==> config.mk <==
export PLATFORM = sky130hd
export DESIGN_NAME = interrupt_ctrl
export DESIGN_NICKNAME = d
export VERILOG_FILES = /design/src/rtl/interrupt_pkg.sv /design/src/rtl/interrupt_sync_edge.sv /design/src/rtl/interrupt_ctrl.sv
export SDC_FILE = /design/constraint.sdc
export NUM_CORES = 1
export LEC_CHECK = 0
export BUFFER_PORTS_ARGS = -buffer_cell sky130_fd_sc_hd__buf_2
export CELL_PAD_IN_SITES_DETAIL_PLACEMENT = 0
export CELL_PAD_IN_SITES_GLOBAL_PLACEMENT = 1
export CORE_MARGIN = 2
export CORE_UTILIZATION = 37
export CTS_CLUSTER_SIZE = 10
export DETAILED_ROUTE_END_ITERATION = 7
export PLACE_DENSITY = 0.73
export RECOVER_POWER = 100
export SLEW_MARGIN = 25
export SYNTH_ARGS = -nofsm -noshare
export SYNTH_HDL_FRONTEND = slang
export SYNTH_SLANG_ARGS = --single-unit
export TNS_END_PERCENT = 100
==> constraint.sdc <==
create_clock -name clk -period 1.3 [get_ports clk]
set_input_delay 0.325 -clock clk [delete_from_list [all_inputs] [get_ports clk]]
set_output_delay 0.325 -clock clk [all_outputs]
set_load 0.02 [all_outputs]
==> src/rtl/interrupt_pkg.sv <==
// Shared defaults and helpers for the multi-channel interrupt controller.
package interrupt_pkg;

  localparam int DEFAULT_CHANNELS     = 4;
  localparam int DEFAULT_PULSE_CYCLES = 3;
  localparam int DEFAULT_SYNC_STAGES  = 2;

  // Width of a channel index; never narrower than one bit.
  function automatic int id_width(input int n);
    if (n <= 2) return 1;
    return $clog2(n);
  endfunction

endpackage

==> src/rtl/interrupt_sync_edge.sv <==
// One trigger bit: multi-flop synchroniser followed by a history flop,
// producing a single-cycle rise strobe in the clk domain.
module interrupt_sync_edge
  import interrupt_pkg::*;
#(
  parameter int SYNC_STAGES = DEFAULT_SYNC_STAGES
) (
  input  logic clk,
  input  logic reset,
  input  logic trigger,
  output logic rise
);

  logic [SYNC_STAGES-1:0] sync_q;
  logic                   hist_q;

  // Shift the asynchronous trigger through the chain; remember the last synced value.
  always_ff @(posedge clk or posedge reset) begin
    if (reset) begin
      sync_q <= '0;
      hist_q <= 1'b0;
    end else begin
      sync_q <= {sync_q[SYNC_STAGES-2:0], trigger};
      hist_q <= sync_q[SYNC_STAGES-1];
    end
  end

  assign rise = sync_q[SYNC_STAGES-1] & ~hist_q;

endmodule

==> src/rtl/interrupt_ctrl.sv <==
// Multi-channel interrupt controller: edge-detected triggers latch pending and
// overrun flags, a priority encoder reports the lowest pending channel, and a
// retriggerable down-counter stretches the CPU interrupt pulse.
module interrupt_ctrl
  import interrupt_pkg::*;
#(
  parameter int  N_CHANNELS   = DEFAULT_CHANNELS,
  parameter int  PULSE_CYCLES = DEFAULT_PULSE_CYCLES,
  parameter int  SYNC_STAGES  = DEFAULT_SYNC_STAGES,
  localparam int ID_W         = id_width(N_CHANNELS)
) (
  input  logic                  clk,
  input  logic                  reset,
  input  logic [N_CHANNELS-1:0] trigger,
  input  logic [N_CHANNELS-1:0] enable,
  input  logic                  ack_valid,
  input  logic [ID_W-1:0]       ack_id,
  output logic                  interrupt,
  output logic [N_CHANNELS-1:0] pending,
  output logic [N_CHANNELS-1:0] overrun,
  output logic                  irq_valid,
  output logic [ID_W-1:0]       irq_id
);

  localparam int                 CNT_W    = $clog2(PULSE_CYCLES + 1);
  localparam logic [CNT_W-1:0]   CNT_LOAD = CNT_W'(PULSE_CYCLES);
  localparam logic [ID_W:0]      ACK_LIM  = (ID_W + 1)'(N_CHANNELS);

  logic [N_CHANNELS-1:0] rise;
  logic [N_CHANNELS-1:0] set_vec;
  logic [N_CHANNELS-1:0] ack_vec;
  logic [N_CHANNELS-1:0] pending_q;
  logic [N_CHANNELS-1:0] overrun_q;
  logic [CNT_W-1:0]      cnt_q;

  for (genvar g = 0; g < N_CHANNELS; g++) begin : g_sync
    interrupt_sync_edge #(
      .SYNC_STAGES(SYNC_STAGES)
    ) u_sync (
      .clk    (clk),
      .reset  (reset),
      .trigger(trigger[g]),
      .rise   (rise[g])
    );
  end

  // Masked events; a rise on a disabled channel is simply lost.
  assign set_vec = rise & enable;

  // Decode the acknowledge into a one-hot clear; out-of-range ids clear nothing.
  always_comb begin
    ack_vec = '0;
    if (ack_valid && ({1'b0, ack_id} < ACK_LIM)) ack_vec[ack_id] = 1'b1;
  end

  // Pending/overrun flags: set beats ack, and an ack always retires the old overrun.
  always_ff @(posedge clk or posedge reset) begin
    if (reset) begin
      pending_q <= '0;
      overrun_q <= '0;
    end else begin
      pending_q <= (pending_q & ~ack_vec) | set_vec;
      overrun_q <= (overrun_q & ~ack_vec) | (set_vec & pending_q & ~ack_vec);
    end
  end

  // Retriggerable pulse timer: reload on any accepted event, else count down to zero.
  always_ff @(posedge clk or posedge reset) begin
    if (reset) begin
      cnt_q <= '0;
    end else if (|set_vec) begin
      cnt_q <= CNT_LOAD;
    end else if (cnt_q != '0) begin
      cnt_q <= cnt_q - 1'b1;
    end
  end

  // Lowest-index pending channel wins; scan from the top so the last hit is the lowest.
  always_comb begin
    irq_id = '0;
    for (int i = N_CHANNELS - 1; i >= 0; i--) begin
      if (pending_q[i]) irq_id = ID_W'(i);
    end
  end

  assign irq_valid = |pending_q;
  assign interrupt = (cnt_q != '0);
  assign pending   = pending_q;
  assign overrun   = overrun_q;

endmodule

==> results.yml <==
status:
  status: "finished with violations"
  violations: "negative setup slack"
pwr:
  internal_power_mw: 1.16
  pwr-share-clk_pct: 17.4
  p_leak_nw: 0.566
  powerDensity_nw_per_um2: 1530
  max-vdd-ir-drop_v: 0.000742
  comb_power_share_pct: 32.7
  p_switching_mw: 0.507
  total_power_mw: 1.67
  p_sw_share_pct: 30.3
  p_seq_share_pct: 50.0
setup_path:
  end_kind: "output pin"
  arrival_ps: 1090
  max_stage_delay_ps: 450
  r2r.worst_path.cells: 6
  crit_type: "register to output pin"
  startpoint_type: "register"
  crit_chain: "nor3_2, buf_4"
  path_max_fanout: 5
  path_buf_inv: 1
  cp.required_ps: 980
  cp_slowest_cell: "dfrtp_2"
  cpLargestDelayFamily: "flip-flops"
  critical_path_depth: 2
sta:
  maxSlewViolCount: 0
  relSlewSlack_pct: 65.4
  hold_ws_ps: 125
  fmax_ghz: 0.708
  setup_slack_ps: -113
  rsz0062_at_grt: "true"
  skew_ps: 0.552
  timing.final.crit_share_pct: 109
  setup_violations: 5
  tightest_slew_ps: 519
  hold_viol: 0
  finalCriticalPeriod_ps: 1410
cells_and_area:
  fill_cells: 188
  antennaDiodeCount: 0
  utilization_pct: 54.4
  nets: 115
  area_growth_syn_to_layout_pct: 37.0
  layout-drive-gt1-share_pct: 45.5
  finalInstanceArea_sq_um: 1090
synthesis:
  ys_types: 19
  dominantRegCellSynth: "dfrtp_1"
  yosys_warnings: 0
  synthCells: 63
  synth_top_area_share_pct: 69.3
  synth_top_cells_by_count: "dfrtp_1 (22), a21oi_1 (5), inv_1 (5), nor2_1 (5)"
  synth-edff-count: 0
  yosysMostFrequentCell: "dfrtp_1"
  mappedNetlistNets: 77
  yosys-top-cells-area: "dfrtp_1 (69%), and3b_1 (4.4%), a21oi_1 (3.1%)"
  syn_area_per_cell_sq_um: 12.6
  seq_area_frac_synth_pct: 69.3
  syn_area_sq_um: 795
  ys_ff_latch: 22
  synth_top_cell_by_area: "dfrtp_1"
  synth-async-reset-ratio_pct: 100
detailed_routing:
  drt_iter0_drc: 3
  drtPass1Iterations: 3
  route.detailed.drc: 0
  via_per_inst: 4.65
  wl_mm: 1.40
  vias: 586
  ant_nets: 0
  avgRoutedWirePerCell_um: 11.1
floorplanning:
  dieWidth_um: 50.3
  std_cell_rows: 16
  dieArea_sq_um: 2530
  core-area_sq_um: 2000
  die_h_um: 50.3
  start_util_pct: 39.7
  pin_count: 25
placed_design:
  post-dp-hpwl_mm: 1.03
  port_buffers: 24
  placedInstanceArea_sq_um: 961
  gp_congestion: 0.778
clocking:
  clk_pin_slew_ps: 110
  clock-sinks: 22
  htreeDepth: 1
  cts_tree: "yes"
  cts-buffers-inserted: 3
  clock_latency_ps: 290
  cts-root-buf: "clkbuf_4"
  cts.path.max_buffers: 2
global_route:
  grt_overflow_total: 0
  grt_max_degree: 23
  grt_pass1_wl_mm: 2.39
  grt_antenna_before_repair: 0
  grt_pass1_vias: 535
  grt_use_total_pct: 13.1
worst_hold_path:
  hp-class: "input port to async pin"
flow_run:
  maxCapViolCount: 0
## per-layer routing
layer  vias to the layer above  global-route usage, %  part of all wire [%]  wire [um]
met5                         -                      0                     0          0
met4                         0                   5.41                   1.0         14
met3                         4                   3.57                   6.6         92
met2                        22                   17.3                    45        628
met1                       276                   20.0                    47        661
li1                        284                      -                     -          -
## cell type report
type	count	area, sq um	area share [%]
timing repair buffer	33	209	19.2
clock buffer	3	22.5	2.07
tap	27	33.8	3.10
sequential	22	553	50.8
inverter	6	25.0	2.30
multi-input combinational	35	245	22.5
## cells in the final DEF, fill, tap and decap left out, types with 3 or more instances in the layout
cell type	count
buf_2	15
nor2_1	4
clkbuf_2	5
nand2b_1	4
and3b_1	4
dfrtp_1	20
inv_1	4
buf_6	3
nand2_1	3
a21oi_1	4
buf_4	10
clkbuf_4	3
## power groups by stage
stage,clock network (mW),registers [mW],logic [mW]
4_1_cts,0.305,0.834,0.490
3_3_place_gp,0,0.849,0.373
3_5_place_dp,0,0.848,0.377
2_1_floorplan,0,0.894,0.202
5_1_grt,0.340,0.848,0.596
6_report,0.290,0.834,0.546
## cells by family (layout without fill, tap and decap cells)
| group | count (synthesis) | in the layout | synth area share (%) |
|---|---|---|---|
| fa+ha+maj | 1 | 1 | 1.57 |
| compound gates | 12 | 12 | 9.13 |
| mux | 1 | 1 | 1.26 |
| buf+inv | 6 | 42 | 2.83 |
| xor+xnor | 1 | 1 | 1.10 |
| simple gates | 20 | 20 | 14.8 |
| flops | 22 | 22 | 69.3 |
## path summary, 6_finish.rpt
check | startpoint | endpoint | slack [ps]
max | pending[1] | irq_id[1] | -110
min | reset | g_sync[3].u_sync.sync_q[0] | 120
max reg2reg | cnt_q[0] | cnt_q[0] | 140
min reg2reg | g_sync[0].u_sync.sync_q[0] | g_sync[0].u_sync.sync_q[1] | 360
max in group asynchronous | reset | pending[0] | 800
min in group clk | trigger[1] | g_sync[1].u_sync.sync_q[0] | 130
## repair_timing
| item | in CTS | in global routing |
|---|---|---|
| gates resized for setup | 12 | 5 |
| hold buffers | 0 | 0 |
| endpoints found under the hold margin | 0 | 0 |
| setup endpoints to repair | 4 | 6 |
| setup buffers | 5 | 3 |
| gates cloned | 0 | 0 |
| pin swaps | 2 | 1 |
## sequential cells by signal, summed over array words and instances, names as in the netlist
signal,flops
cnt_q,2
g_sync.u_sync.hist_q,4
g_sync.u_sync.sync_q,8
pending,4
overrun,4
## stage by stage
stage	TNS, ps	cells	worst slack, ps
floorplan	0	63	86.1
CTS	-492	123	-123
finish	-452	126	-113
global route	-829	126	-196
detailed placement	0	115	125
global placement	0	115	145
## worst register-to-register path: cells and delay by family, from the launching register on
kind,cells,cell delay [ps]
flops,1,400
buf+inv,3,290
fa+ha+maj,1,160
xor+xnor,1,150
simple gates,1,70
Note: power is estimated with default switching activity, not from simulation.
